`src/rtl/rr_arbiter_8.sv`:
```
`default_nettype none
// ============================================================================
// Module   : rr_arbiter_8
// Brief    : 8-way round-robin arbiter with registered one-hot and encoded
//            grant. Define ARB_TIMEOUT_EN to enable the per-owner hold limit.
// Revision : 1.0 - initial release
// ============================================================================
module rr_arbiter_8 #(
    parameter int NREQ     = 8,
    parameter int IDX_W    = 3,
    parameter int HOLD_MAX = 16
) (
    input  logic             clk,
    input  logic             rst_n,
    input  logic [NREQ-1:0]  req,
    output logic [NREQ-1:0]  gnt,
    output logic [IDX_W-1:0] gnt_idx,
    output logic             gnt_valid,
    output logic             timeout
);

    if (NREQ != 8 || IDX_W != 3 || HOLD_MAX < 1 || HOLD_MAX > 255) begin : g_param_check
        $error("rr_arbiter_8: illegal parameter set");
    end

    typedef enum logic [0:0] {
        ST_IDLE  = 1'b0,
        ST_GRANT = 1'b1
    } state_t;

    state_t           r_state;
    state_t           w_state_nxt;
    logic [NREQ-1:0]  r_gnt;
    logic [NREQ-1:0]  w_gnt_nxt;
    logic [IDX_W-1:0] r_gnt_idx;
    logic [IDX_W-1:0] w_gnt_idx_nxt;
    logic [IDX_W-1:0] r_rr_ptr;
    logic [IDX_W-1:0] w_rr_ptr_nxt;

    logic [NREQ-1:0]  w_cand;
    logic [NREQ-1:0]  w_rot;
    logic [IDX_W-1:0] w_off;
    logic [IDX_W-1:0] w_win;
    logic             w_any;
    logic             w_owner_req;
    logic             w_expire;
    logic             w_take;

    // The owner is masked out of the search; when it has dropped its request
    // this changes nothing, and on a forced rotation it keeps the owner from
    // winning again. rr_ptr always equals owner+1, so it is the search start.
    assign w_cand      = req & ~r_gnt;
    assign w_any       = |w_cand;
    assign w_owner_req = |(req & r_gnt);

    always_comb begin
        w_rot = '0;
        for (int i = 0; i < NREQ; i++) begin
            w_rot[i] = w_cand[r_rr_ptr + IDX_W'(i)];
        end
    end

    always_comb begin
        w_off = '0;
        for (int i = NREQ - 1; i >= 0; i--) begin
            if (w_rot[i]) begin
                w_off = IDX_W'(i);
            end
        end
    end

    assign w_win = r_rr_ptr + w_off;

    always_comb begin
        w_state_nxt   = r_state;
        w_gnt_nxt     = r_gnt;
        w_gnt_idx_nxt = r_gnt_idx;
        w_rr_ptr_nxt  = r_rr_ptr;
        w_take        = 1'b0;
        case (r_state)
            ST_IDLE: begin
                if (w_any) begin
                    w_take = 1'b1;
                end
            end
            ST_GRANT: begin
                if (!w_owner_req) begin
                    if (w_any) begin
                        w_take = 1'b1;
                    end else begin
                        w_state_nxt = ST_IDLE;
                        w_gnt_nxt   = '0;
                    end
                end else if (w_expire && w_any) begin
                    w_take = 1'b1;
                end
            end
            default: begin
                w_state_nxt = ST_IDLE;
                w_gnt_nxt   = '0;
            end
        endcase
        if (w_take) begin
            w_state_nxt   = ST_GRANT;
            w_gnt_nxt     = NREQ'(1) << w_win;
            w_gnt_idx_nxt = w_win;
            w_rr_ptr_nxt  = w_win + IDX_W'(1);
        end
    end

    always_ff @(posedge clk or negedge rst_n) begin
        if (!rst_n) begin
            r_state   <= ST_IDLE;
            r_gnt     <= '0;
            r_gnt_idx <= '0;
            r_rr_ptr  <= '0;
        end else begin
            r_state   <= w_state_nxt;
            r_gnt     <= w_gnt_nxt;
            r_gnt_idx <= w_gnt_idx_nxt;
            r_rr_ptr  <= w_rr_ptr_nxt;
        end
    end

`ifdef ARB_TIMEOUT_EN
    localparam logic [7:0] c_hold_max = 8'(HOLD_MAX);

    logic [7:0] r_hold_cnt;
    logic       r_timeout;

    always_ff @(posedge clk or negedge rst_n) begin
        if (!rst_n) begin
            r_hold_cnt <= '0;
            r_timeout  <= 1'b0;
        end else begin
            // A take while the owner still requests can only be a forced rotation.
            r_timeout <= w_take && w_owner_req;
            if (w_take) begin
                r_hold_cnt <= '0;
            end else if (r_state == ST_GRANT && r_hold_cnt != c_hold_max) begin
                r_hold_cnt <= r_hold_cnt + 8'd1;
            end
        end
    end

    // >= so a waiter arriving after saturation still gets its turn.
    assign w_expire = (r_hold_cnt >= c_hold_max - 8'd1);
    assign timeout  = r_timeout;
`else
    assign w_expire = 1'b0;
    assign timeout  = 1'b0;
`endif

    assign gnt       = r_gnt;
    assign gnt_idx   = r_gnt_idx;
    assign gnt_valid = (r_state == ST_GRANT);

endmodule
`default_nettype wire

```
`config.mk`:
```
export PLATFORM = sky130hd
export DESIGN_NAME = rr_arbiter_8
export DESIGN_NICKNAME = d
export VERILOG_FILES = /design/src/rtl/rr_arbiter_8.sv
export SDC_FILE = /design/constraint.sdc
export NUM_CORES = 1
export LEC_CHECK = 0
export BUFFER_PORTS_ARGS = -buffer_cell sky130_fd_sc_hd__buf_2
export CORE_MARGIN = 4
export CORE_UTILIZATION = 49
export CTS_CLUSTER_DIAMETER = 40
export DETAILED_ROUTE_END_ITERATION = 8
export PLACE_DENSITY = 0.78
export SYNTH_ARGS = -nofsm -noshare
export SYNTH_HDL_FRONTEND = slang
export SYNTH_SLANG_ARGS = --single-unit
export TNS_END_PERCENT = 50
```
`constraint.sdc`:
```
create_clock -name clk -period 4.39 [get_ports clk]
set_input_delay 0.878 -clock clk [delete_from_list [all_inputs] [get_ports clk]]
set_output_delay 0.878 -clock clk [all_outputs]
set_load 0.01 [all_outputs]
```
# Yosys cells after proc, flatten, opt, wreduce, memory -nomap -nowiden
# Index checks and enable logic that the tools add are counted.
dict set report totals {
  ff_bits 15
  word_cells 66
}
dict set report op_classes {
  addsub 9
  n_lt_le_gt_ge 8
  eq_ne 2
  shift 1
  n_mux 34
  n_bitwise 4
  n_reduce_logical 4
}
# operator n
set ops {}
lappend ops {{less-than comparator 3 x 4 -> 1 bit, second input constant} 8}
lappend ops {{2-to-1 mux 8 bit} 4}
lappend ops {{binary-select mux 1 bit (select 3 bit)} 8}
lappend ops {{2-to-1 mux 3 bit} 8}
lappend ops {{AND 8 bit} 2}
lappend ops {{OR reduction 8 bit} 2}
lappend ops {{2-to-1 mux 1 bit} 13}
lappend ops {{adder 3 bit, second input constant} 4}
lappend ops {{inverter 8 bit} 1}
lappend ops {{<< shifter 1 x 3 -> 8 bit, first input constant} 1}
lappend ops {{adder 3 x 1 -> 3 bit, second input constant} 2}
lappend ops {{adder 3 x 2 -> 3 bit, second input constant} 2}
lappend ops {{inequality test 2 x 1 -> 1 bit, second input constant} 2}
lappend ops {{adder 3 bit} 1}
lappend ops {{AND reduction 3 bit} 1}
lappend ops {{one-hot mux 1 bit (2 select lines)} 1}
lappend ops {{nonzero test 2 bit} 1}
lappend ops {{inverter 1 bit} 1}

# Longest topological paths before layout
# Gate-level depths: netlist of the first run.
dict set report logic_depth {
  word_depth 15
  mapped_depth 16
  ltp_nobuf 15
}

# Least setup slack after synthesis of the first run
# OpenSTA, ideal clock, no wires.
dict set report synth_path {
  kind {input port to flip-flop}
  from {in req[4]}
  to {reg r_rr_ptr[2]}
  arrival_ns 3.751
  path_slack_ns 0.514
  stages 14
  path_buffers 0
  cell_sequence {nor2b_1 -> mux4_1 -> mux2_2 -> o21ai_0 -> a21boi_0 -> o22ai_1 -> ha_1 -> inv_1 -> fa_1 -> xor2_1 -> nand3_1 -> nand2_1 -> ha_1 -> mux2_2}
}
dict set report synth_between {
  elab_chain_len 13
}
# item line_no
set synth_rtl {}
lappend synth_rtl {{start, declared} 15} ;# input logic [NREQ-1:0] req,
lappend synth_rtl {{AND 8 bit} 52} ;# assign w_cand = req & ~r_gnt;
lappend synth_rtl {{binary-select mux 1 bit (select 3 bit)} 59} ;# w_rot[i] = w_cand[r_rr_ptr + IDX_W'(i)];
lappend synth_rtl {{2-to-1 mux 1 bit (not written as such)} 59}
lappend synth_rtl {{2-to-1 mux 3 bit (8 in a row)} 66} ;# if (w_rot[i]) begin
lappend synth_rtl {{adder 3 bit} 72} ;# assign w_win = r_rr_ptr + w_off;
lappend synth_rtl {{adder 3 x 1 -> 3 bit} 107} ;# w_rr_ptr_nxt = w_win + IDX_W'(1);
lappend synth_rtl {{end signal, assigned} 121} ;# r_rr_ptr <= w_rr_ptr_nxt;
lappend synth_rtl {{end, declared} 37} ;# logic [IDX_W-1:0] r_rr_ptr;
# Several ways; a longest one is shown, not always the timed one. The select of a mux whose other input is x is not followed.
# A chain may end at the register's enable or synchronous reset.

# Worst setup path after layout of the first run
dict set report layout_path {
  from {reg r_rr_ptr[1]}
  to {reg r_rr_ptr[2]}
}
dict set report layout_between {
  elab_chain_len 13
}
# item line_no
set layout_rtl {}
lappend layout_rtl {{adder 3 bit} 59}
lappend layout_rtl {{binary-select mux 1 bit (select 3 bit)} 59}
lappend layout_rtl {{2-to-1 mux 1 bit (not written as such)} 59}
lappend layout_rtl {{2-to-1 mux 3 bit (8 in a row)} 66}
lappend layout_rtl {{adder 3 bit (*)} 72}
lappend layout_rtl {{adder 3 x 1 -> 3 bit (*)} 107}
# Every way passes the cells marked *; elsewhere a longest branch is shown, timed or not. The select of a mux whose other input is x is not followed.

==> reports/qor_table.md, run 1 <==
| Step | Result | This run |
|:---|:---|:---|
| timing | Layout Skew | 15.8 ps |
| clock tree | Clk buf depth | 2 |
| logic synthesis | Gate Count Post-Synth | 127 |
| floorplan | Rows | 18 |
| logic synthesis | Primary flip-flop cell chosen by synthesis mapping | dfrtp_1 |
| layout | Footprint of the flip-flops and latches | 377 sq um |
| timing | Final hold violation count | 0 |
| clock tree | CTS buffer count | 3 |
| global routing | Number of global-route vias before repair | 1121 |
| layout | Leading cell type in the layout, fill and taps excluded | buf_2 |
| logic synthesis | Post-Synthesis Net Count | 146 |
| timing | Slew Limit Fails | 0 |
| logic synthesis | Warnings, synthesis | 0 |
| global routing | Global-route wire length before repair | 5.34 mm |
| global routing | Global-route total usage across every layer | 19.0% |
| detailed routing | DRC violations left | 0 |
| clock tree | CTS tree | yes |
| detailed routing | Total wire length after detailed routing | 3.14 mm |
| placement | Weighted congestion reported at the end of routability-driven placement | 0.828 |
| timing | Final TNS setup | 0 ps |
| layout | Combined area of the multi-input logic cells | 945 sq um |
| floorplan | Number of primary I/O pins | 23 |
| critical path | WP data required | 4590 ps |
| floorplan | Die boundary height | 61.0 um |
| layout | Fraction of final layout cells sized beyond drive strength 1 | 30.9% |
| detailed routing | Initial DRT Pass Iterations | 5 |
| floorplan | Core footprint | 2590 sq um |
| placement | Placed wire-length estimate | 2.51 mm |
| critical path | CP Launch Type | flip-flop |
| global routing | Met1 usage in global routing | 27.2% |
| layout | Net count, final | 169 |
| run status | Outcome | finished clean |
| logic synthesis | Cell area after technology mapping | 1380 sq um |
| critical path | Peak fanout along the critical path | 5 |
| detailed routing | Violation count after the first detailed-route iteration | 58 |
| clock tree | Clock network latency to the later pin of the worst-skew pair | 300 ps |
| global routing | Met2 layer usage reported by global route | 31.6% |
| clock tree | Clk root buf | clkbuf_4 |
| layout | Leading cell types in the layout, fill and taps excluded | 21 x buf_2, 14 x nand2_1, 14 x dfrtp_1 |
| global routing | GRT Residual Overflow | 0 |
| timing | Number of setup violations in the final report | 0 |
| min path | Worst min-delay path class | input pin to async pin |
| logic synthesis | Number of register bits inferred by synthesis | 15 |
| clock tree | Clock transition at the registers of the reported paths | 110 ps |
| timing | Relative slew margins | 62.8% |
| critical path | Type of element capturing the critical path | flip-flop |
| layout | Final cell count without fillers | 179 |
| timing | Min cycle time layout | 3990 ps |
| critical path | Category of the most critical setup path | flip-flop to flip-flop |
| timing | Worst Tran Pin Value | 554 ps |
| timing | Setup repair after global routing missed its margin | false |
| flow run | Count of max-cap constraint violations | 0 |
| floorplan | Effective utilization at floorplan | 53.2% |
| clock tree | Max H-tree Level | 1 |
| global routing | Antenna violations before repair | 0 |
| layout | Number of fill cells | 213 |
| layout | Antenna diode instance count | 0 |
| timing | Final period utilization | 90.8% |
| detailed routing | Routed vias | 1135 |
| floorplan | Floorplan die area | 3730 sq um |
| detailed routing | Avg Vias per Cell | 6.34 |
| critical path | Critical path buffer and inverter count | 2 |
| logic synthesis | Average instance area after synthesis | 10.9 sq um |
| critical path | Signal arrival time at the worst endpoint | 4190 ps |
| clock tree | Count of buffers added by post-CTS timing repair for setup | 0 |
| timing | Fmax | 251 MHz |
| layout | Area growth, synth to finish | 10.9% |
| logic synthesis | Part of the Yosys area used for sequential elements | 27.2% |
| placement | Total of buffers placed on input and output ports | 21 |
| logic synthesis | Number of enable-type register cells in the synthesized netlist | 0 |
| detailed routing | Remaining number of nets flagged by the antenna check after routing | 0 |
| logic synthesis | Ys async rst share | 100% |
| critical path | Worst path cell trace | inv_1, ha_1, xnor2_1, mux4_2, o21ai_0, a21boi_0, o22ai_1, ha_1, inv_1, fa_1, xnor2_1, o21ai_0, nand2_1, ha_1, mux2_2 |
| clock tree | Total number of clock tree sinks | 15 |
| global routing | GR met3 Demand/Resource | 1.89% |
| critical path | Largest delay share family, worst path | adder cells |
| critical path | Cell repeated most along the worst path | ha_1 |
| critical path | CP max-delay cell | mux4_2 |
| placement | Dpl cells | 175 |
| global routing | Most utilized layer in the global route result | met2 |
| logic synthesis | Unique cell type count in the Yosys netlist | 41 |
| detailed routing | Post-detailed-route wirelength per cell | 17.5 um |
| global routing | Pin count of the biggest net entering global routing | 16 |
| floorplan | Die extent in x | 61.0 um |
| critical path | Largest stage delay, worst path | 600 ps |
-- what timing repair did --
item,in CTS,in global routing
endpoints found under the setup margin,0,1
hold buffers,0,0
gates resized for setup,0,1
-- final cells by class --
cell class	instances	area share, %
Clock inverter	1	0.491
Timing Repair Buffer	22	7.36
Tap cell	30	2.45
Multi-Input combinational cell	102	61.8
Clock buffer	3	1.47
Sequential cell	15	24.6
Inverter	6	1.80
-- cell usage after synthesis, types with 4 or more instances --
cell     instances  area, sq um
o31ai_1          4         30.0
nand3_1          5         25.0
nor2b_1          7         43.8
nand2_1         14         52.6
inv_1            5         18.8
mux4_2           7          158
a22o_1           5         43.8
mux2i_1          5         50.1
ha_1             8          100
dfrtp_1         15          375
mux2_2           5         56.3
-- metrics by stage --
step,instance area [sq um],util (%),hold slack [ps],worst slack (ps)
after detailed placement,1500,57.8,495,113
after floorplan,1380,-,551,514
after global routing,1530,59.0,473,177
after CTS,1530,59.0,470,247
after global placement,1500,57.8,489,254
final,1530,59.0,459,402
-- final timing paths --
check                            start          end  slack (ps)  cells after the start
hold / removal                   rst_n       gnt[1]         460                      1
setup reg to reg           r_rr_ptr[1]  r_rr_ptr[2]         400                     15
min in group clk            gnt_idx[1]   gnt_idx[1]         510                      1
setup / recovery           r_rr_ptr[1]  r_rr_ptr[2]         400                     15
max in group asynchronous        rst_n  r_rr_ptr[0]        3640                      1
hold reg to reg             gnt_idx[1]   gnt_idx[1]         510                      1
-- flip-flops by register name, indices dropped and copies added, names as in the netlist --
register   cells
r_rr_ptr       3
gnt            8
gnt_idx        3
gnt_valid      1
-- kinds of logic (layout without fill, tap and decap cells) --
| group | Yosys count | after routing | synth area share (%) |
|---|---|---|---|
| buffers and inverters | 10 | 32 | 4.26 |
| AO/OA/AOI/OAI | 24 | 24 | 13.1 |
| flip-flops | 15 | 15 | 27.2 |
| other | 1 | 1 | 0.272 |
| XOR/XNOR | 4 | 4 | 2.54 |
| multiplexers | 21 | 21 | 25.0 |
| adder cells (fa/ha/maj) | 9 | 9 | 8.71 |
| AND/OR/NAND/NOR | 43 | 43 | 18.9 |
-- layer usage --
metal | vias up | share of wire, % | routed length [um]
met5 | - | 0 | 0
met4 | 0 | 0.67 | 21
met3 | 2 | 4.6 | 145
met2 | 29 | 49 | 1550
met1 | 571 | 45 | 1420
li1 | 533 | - | -
Power of run 1 is not shown: default switching activity piles up to over one toggle a cycle in this logic, so the estimate is an artifact.
==> run 2: changes to the inputs <==
--- a/config.mk
+++ b/config.mk
@@ -11,6 +11,7 @@
 export CTS_CLUSTER_DIAMETER = 40
 export DETAILED_ROUTE_END_ITERATION = 8
 export PLACE_DENSITY = 0.78
+export RECOVER_POWER = 50
 export SYNTH_ARGS = -nofsm -noshare
 export SYNTH_HDL_FRONTEND = slang
 export SYNTH_SLANG_ARGS = --single-unit
==> reports/qor_table.md, run 2 (synthesis gave the netlist of run 1 again) <==
| Step | Result | This run | vs previous |
|:---|:---|:---|:---|
| clock tree | Max H-tree Level | 1 | unchanged |
| detailed routing | DRC violations left | 0 | unchanged |
| critical path | Worst r2r path cells | 15 | unchanged |
| floorplan | Core footprint | 2590 sq um | unchanged |
| layout | Area growth, synth to finish | 10.3% | was 10.9% |
| detailed routing | Violation count after the first detailed-route iteration | 50 | was 58 |
| global routing | Antenna violations before repair | 0 | unchanged |
| layout | Leading cell type in the layout, fill and taps excluded | buf_2 | unchanged |
| clock tree | CTS tree | yes | unchanged |
| timing | Min cycle time layout | 4000 ps | was 3990 ps |
| detailed routing | Post-detailed-route wirelength per cell | 17.5 um | unchanged |
| global routing | Number of global-route vias before repair | 1121 | unchanged |
| clock tree | Clk root buf | clkbuf_4 | unchanged |
| critical path | Worst path cell trace | buf_2, nor2b_1, mux2i_1, mux4_2, o21ai_0, a21boi_0, o22ai_1, ha_1, inv_1, fa_1, xnor2_1, o21ai_0, nand2_1, ha_1, mux2_2 | was inv_1, ha_1, xnor2_1, mux4_2, o21ai_0, a21boi_0, o22ai_1, ha_1, inv_1, fa_1, xnor2_1, o21ai_0, nand2_1, ha_1, mux2_2 |
| clock tree | Clock transition at the registers of the reported paths | 100 ps | was 110 ps |
| floorplan | Effective utilization at floorplan | 53.2% | unchanged |
| placement | Weighted congestion reported at the end of routability-driven placement | 0.828 | unchanged |
| clock tree | Clock network latency to the later pin of the worst-skew pair | 300 ps | about the same |
| detailed routing | Routed vias | 1125 | was 1135 |
| critical path | End of the worst register-to-register path | r_rr_ptr[2] | unchanged |
| detailed routing | Initial DRT Pass Iterations | 4 | was 5 |
| critical path | Peak fanout along the critical path | 5 | unchanged |
| min path | Min-Delay Path Depth | 1 |  |
| placement | Total of buffers placed on input and output ports | 21 | unchanged |
| clock tree | Gates resized, CTS repair | 0 | unchanged |
| layout | Max reg flops | 8 | unchanged |
| timing | Layout Skew | 14.1 ps | was 15.8 ps |
| clock tree | Count of buffers added by post-CTS timing repair for setup | 0 | unchanged |
| layout | Leading cell types in the layout, fill and taps excluded | 15 x buf_2, 14 x nand2_1, 14 x dfrtp_1 | was 21 x buf_2, 14 x nand2_1, 14 x dfrtp_1 |
| timing | Relative slew margins | 46.9% | was 62.8% |
| critical path | CP Launch Type | input pin | was flip-flop |
| clock tree | Total number of clock tree sinks | 15 | unchanged |
| layout | Fraction of final layout cells sized beyond drive strength 1 | 26.8% | was 30.9% |
| flow run | Count of max-cap constraint violations | 0 | unchanged |
| global routing | GRT Residual Overflow | 0 | unchanged |
| floorplan | Die boundary height | 61.0 um | unchanged |
| critical path | Category of the most critical setup path | input pin to flip-flop | was flip-flop to flip-flop |
| floorplan | Die extent in x | 61.0 um | unchanged |
| timing | Final hold violation count | 0 | unchanged |
| critical path | Signal arrival time at the worst endpoint | 4190 ps | about the same |
| critical path | Register-to-Register Setup Slack | 400 ps | about the same |
| run status | Outcome | finished clean | unchanged |
| global routing | Pin count of the biggest net entering global routing | 16 | unchanged |
| timing | Final period utilization | 91.1% | was 90.8% |
| timing | Fmax | 250 MHz | was 251 MHz |
| detailed routing | Avg Vias per Cell | 6.28 | was 6.34 |
| layout | Net count, final | 169 | unchanged |
| floorplan | Number of primary I/O pins | 23 | unchanged |
| floorplan | Rows | 18 | unchanged |
| layout | Antenna diode instance count | 0 | unchanged |
| placement | Placed wire-length estimate | 2.51 mm | unchanged |
| global routing | Global-route total usage across every layer | 19.0% | unchanged |
| min path | Worst min-delay path class | flip-flop to flip-flop | was input pin to async pin |
| clock tree | Number of buffers added to fix hold violations after cts | 0 | unchanged |
| critical path | CP max-delay cell | mux4_2 | unchanged |
| timing | Worst Tran Pin Value | 797 ps | was 554 ps |
| detailed routing | Total wire length after detailed routing | 3.14 mm | unchanged |
| floorplan | Floorplan die area | 3730 sq um | unchanged |
| timing | Final TNS setup | 0 ps | unchanged |
| critical path | Launch point of the worst reg-to-reg path | r_rr_ptr[0] | was r_rr_ptr[1] |
| timing | Slew Limit Fails | 0 | unchanged |
| critical path | WP data required | 4590 ps | about the same |
| critical path | Critical path buffer and inverter count | 2 | unchanged |
| global routing | Global-route wire length before repair | 5.34 mm | unchanged |
| clock tree | Clk buf depth | 2 | unchanged |
| min path | Worst min-delay path startpoint | gnt_idx[1] |  |
| clock tree | CTS buffer count | 3 | unchanged |
| min path | Endpoint with the worst hold slack | gnt_idx[1] |  |
| critical path | Largest delay share family, worst path | multiplexers | was adder cells |
| critical path | Largest stage delay, worst path | 550 ps | was 600 ps |
| detailed routing | Remaining number of nets flagged by the antenna check after routing | 0 | unchanged |
| critical path | Type of element capturing the critical path | flip-flop | unchanged |
| timing | Number of setup violations in the final report | 0 | unchanged |
| timing | Setup repair after global routing missed its margin | false | unchanged |
## run 2: cell types whose count changed in the layout (fill, tap and decap cells not counted)
cell | before | now
clkbuf_1 | 0 | 6
buf_2 | 21 | 15
## run 2: area by class of cell
cell class / instances / area [sq um]
fillers: 216 / 1070
clock inverters: 1 / 7.51
well taps: 30 / 37.5
repair buffers: 22 / 105
flip-flops and latches: 15 / 377
multi-input cells: 102 / 945
inverters: 6 / 27.5
clock buffers: 3 / 22.5
## run 2: worst reg2reg max path: cells and delay by family, from the launching register on
family | cells | cell delay [ps]
buffers and inverters | 2 | 130
AND/OR/NAND/NOR | 1 | 100
flip-flops | 1 | 560
AO/OA/AOI/OAI | 4 | 640
multiplexers | 2 | 860
adder cells (fa/ha/maj) | 4 | 1020
XOR/XNOR | 2 | 600
## run 2: how the worst max path moves through the flow
stage                 from  slack (ps)          end  cells after the start
2_1_floorplan       req[4]         510  r_rr_ptr[2]                     14
3_3_place_gp        req[3]         250  r_rr_ptr[2]                     15
3_5_place_dp        req[1]         110  r_rr_ptr[2]                     15
4_1_cts        r_rr_ptr[0]         250  r_rr_ptr[2]                     15
5_1_grt        r_rr_ptr[1]         180  r_rr_ptr[2]                     15
6_report            req[1]         390  r_rr_ptr[2]                     15
## run 2: layer usage
layer	share of wire, %	global-route usage (%)	wire length, um
met5	0	0	0
met4	0.67	3.72	21
met3	4.6	1.89	144
met2	50	31.6	1570
met1	45	27.2	1400
## run 2: per-stage QoR
stage | cell area [sq um] | util (%) | hold WS [ps] | std cells | setup WS (ps)
2_1_floorplan | 1380 | - | 551 | 127 | 514
3_3_place_gp | 1500 | 57.8 | 489 | 175 | 254
3_5_place_dp | 1500 | 57.8 | 495 | 175 | 113
4_1_cts | 1530 | 59.0 | 470 | 179 | 247
5_1_grt | 1520 | 58.7 | 545 | 179 | 177
6_report | 1520 | 58.7 | 513 | 179 | 392
Power of run 2 is left out for the same reason.
==> run 3: changes to the inputs <==
--- a/config.mk
+++ b/config.mk
@@ -7,10 +7,11 @@
 export LEC_CHECK = 0
 export BUFFER_PORTS_ARGS = -buffer_cell sky130_fd_sc_hd__buf_2
 export CORE_MARGIN = 4
-export CORE_UTILIZATION = 49
+export CORE_UTILIZATION = 32
 export CTS_CLUSTER_DIAMETER = 40
 export DETAILED_ROUTE_END_ITERATION = 8
-export PLACE_DENSITY = 0.78
+export GPL_ROUTABILITY_DRIVEN = 0
+export PLACE_DENSITY = 0.57
 export RECOVER_POWER = 50
 export SYNTH_ARGS = -nofsm -noshare
 export SYNTH_HDL_FRONTEND = slang
==> reports/qor_table.md, run 3 (synthesis gave the netlist of run 1 again) <==
| Step | Result | This run | vs previous |
|:---|:---|:---|:---|
| critical path | Cell repeated most along the worst path | ha_1 |  |
| clock tree | Clk root buf | clkbuf_8 | was clkbuf_4 |
| flow run | Count of max-cap constraint violations | 0 | unchanged |
| timing | Slew Limit Fails | 0 | unchanged |
| global routing | Global-route wire length before repair | 5.68 mm | was 5.34 mm |
| critical path | Critical path buffer and inverter count | 2 | unchanged |
| timing | Worst Tran Pin Value | 816 ps | was 797 ps |
| detailed routing | Avg Vias per Cell | 5.62 | was 6.28 |
| floorplan | Floorplan die area | 5420 sq um | was 3730 sq um |
| critical path | Largest stage delay, worst path | 550 ps | about the same |
| layout | Net count, final | 170 | was 169 |
| detailed routing | Remaining number of nets flagged by the antenna check after routing | 0 | unchanged |
| timing | Number of setup violations in the final report | 0 | unchanged |
| clock tree | Clk buf depth | 2 | unchanged |
| layout | Max reg flops | 8 | unchanged |
| timing | Relative slew margins | 45.6% | was 46.9% |
| global routing | Number of global-route vias before repair | 1178 | was 1121 |
| clock tree | Number of buffers added to fix hold violations after cts | 0 | unchanged |
| clock tree | Total number of clock tree sinks | 15 | unchanged |
| detailed routing | Routed vias | 1123 | was 1125 |
| detailed routing | Initial DRT Pass Iterations | 4 | unchanged |
| floorplan | Number of primary I/O pins | 23 | unchanged |
| floorplan | Core footprint | 4090 sq um | was 2590 sq um |
| layout | Fraction of final layout cells sized beyond drive strength 1 | 25.3% | was 26.8% |
| detailed routing | DRC violations left | 0 | unchanged |
| critical path | Register-to-Register Setup Slack | 430 ps | was 400 ps |
| detailed routing | Post-detailed-route wirelength per cell | 16.6 um | was 17.5 um |
| min path | Worst min-delay path startpoint | gnt_idx[1] | unchanged |
| critical path | CP Launch Type | input pin | unchanged |
| timing | Setup repair after global routing missed its margin | false | unchanged |
| layout | Leading cell types in the layout, fill and taps excluded | 15 x dfrtp_1, 14 x nand2_1, 14 x buf_2 | was 15 x buf_2, 14 x nand2_1, 14 x dfrtp_1 |
| layout | Antenna diode instance count | 0 | unchanged |
| global routing | Global-route total usage across every layer | 13.6% | was 19.0% |
| floorplan | Rows | 23 | was 18 |
| clock tree | CTS buffer count | 3 | unchanged |
| critical path | Worst r2r path cells | 15 | unchanged |
| critical path | End of the worst register-to-register path | r_rr_ptr[2] | unchanged |
| detailed routing | Total wire length after detailed routing | 3.32 mm | was 3.14 mm |
| min path | Min-Delay Path Depth | 1 | unchanged |
| clock tree | Max H-tree Level | 1 | unchanged |
| timing | Final period utilization | 90.9% | was 91.1% |
| global routing | Pin count of the biggest net entering global routing | 16 | unchanged |
| layout | Area growth, synth to finish | 13.6% | was 10.3% |
| clock tree | Count of buffers added by post-CTS timing repair for setup | 0 | unchanged |
| clock tree | CTS tree | yes | unchanged |
| detailed routing | Violation count after the first detailed-route iteration | 51 | was 50 |
| critical path | Signal arrival time at the worst endpoint | 4120 ps | was 4190 ps |
| min path | Worst min-delay path class | flip-flop to flip-flop | unchanged |
| clock tree | Gates resized, CTS repair | 0 | unchanged |
| global routing | Antenna violations before repair | 0 | unchanged |
| timing | Final TNS setup | 0 ps | unchanged |
| critical path | Cell count along the critical path | 15 | unchanged |
| timing | Min cycle time layout | 3990 ps | was 4000 ps |
| timing | Fmax | 251 MHz | was 250 MHz |
| timing | Layout Skew | 1.02 ps | was 14.1 ps |
| critical path | Peak fanout along the critical path | 5 | unchanged |
| min path | Endpoint with the worst hold slack | gnt_idx[1] | unchanged |
| floorplan | Die boundary height | 73.6 um | was 61.0 um |
| critical path | Worst path cell trace | buf_2, nor2b_1, mux2i_1, mux4_2, o21ai_0, a21boi_0, o22ai_1, ha_1, inv_1, fa_1, xor2_1, nand3_1, nand2_1, ha_1, mux2_2 | was buf_2, nor2b_1, mux2i_1, mux4_2, o21ai_0, a21boi_0, o22ai_1, ha_1, inv_1, fa_1, xnor2_1, o21ai_0, nand2_1, ha_1, mux2_2 |
| clock tree | Clock transition at the registers of the reported paths | 60 ps | was 100 ps |
| critical path | Category of the most critical setup path | input pin to flip-flop | unchanged |
| critical path | Launch point of the worst reg-to-reg path | r_rr_ptr[1] | was r_rr_ptr[0] |
| layout | Leading cell type in the layout, fill and taps excluded | dfrtp_1 | was buf_2 |
| critical path | Type of element capturing the critical path | flip-flop | unchanged |
| floorplan | Die extent in x | 73.6 um | was 61.0 um |
| floorplan | Effective utilization at floorplan | 33.7% | was 53.2% |
| global routing | GRT Residual Overflow | 0 | unchanged |
| run status | Outcome | finished clean | unchanged |
| critical path | Largest delay share family, worst path | multiplexers | unchanged |
| critical path | CP max-delay cell | mux4_2 | unchanged |
| critical path | WP data required | 4530 ps | was 4590 ps |
| clock tree | Clock network latency to the later pin of the worst-skew pair | 250 ps | was 300 ps |
| placement | Placed wire-length estimate | 2.67 mm | was 2.51 mm |
| placement | Total of buffers placed on input and output ports | 21 | unchanged |
| timing | Final hold violation count | 0 | unchanged |
run 3: changes by cell type in the layout (fill, tap and decap cells not counted), sizes merged:
cell      before  now
clkinvlp       1    0
clkbuf         9   11
run 3: layout make-up:
class | count | area (sq um)
fillers | 430 | 2520
flip-flops and latches | 15 | 375
repair buffers | 23 | 111
well taps | 50 | 62.6
clock buffers | 4 | 45.0
multi-input cells | 102 | 945
inverters | 6 | 27.5
run 3: worst max-delay path by stage:
| stage | startpoint | to |
|---|---|---|
| 6_report | req[1] | r_rr_ptr[2] |
| 3_5_place_dp | req[1] | r_rr_ptr[2] |
| 3_3_place_gp | req[4] | r_rr_ptr[2] |
| 2_1_floorplan | req[4] | r_rr_ptr[2] |
| 5_1_grt | r_rr_ptr[1] | r_rr_ptr[2] |
| 4_1_cts | req[4] | r_rr_ptr[2] |
run 3: stage by stage:
step | worst slack (ps) | area, sq um | util (%) | instances | hold slack, ps
2_1_floorplan | 514 | 1380 | - | 127 | 551
3_3_place_gp | 214 | 1530 | 37.4 | 196 | 488
3_5_place_dp | 140 | 1530 | 37.4 | 196 | 493
4_1_cts | 427 | 1580 | 38.5 | 200 | 507
5_1_grt | 118 | 1570 | 38.3 | 200 | 533
6_report | 401 | 1570 | 38.3 | 200 | 509
run 3: layer usage:
metal  up-vias  share of wire (%)  track usage (%)
li1        529                  -                -
met1       537                 44             17.4
met2        44                 51             23.0
met3        13                2.6             1.23
met4         0                2.4             6.04
met5         -                  0                0
run 3: worst register-to-register path: cells and delay by family, from the launching register on:
kind | cells | cell delay [ps]
adders and majority gates | 4 | 1010
and+or+nand+nor | 2 | 270
buffers and inverters | 2 | 210
AOI/OAI and AO/OA | 3 | 410
muxes | 2 | 860
xor gates and xnor gates | 2 | 620
DFF | 1 | 470
Power of run 3 is left out for the same reason.
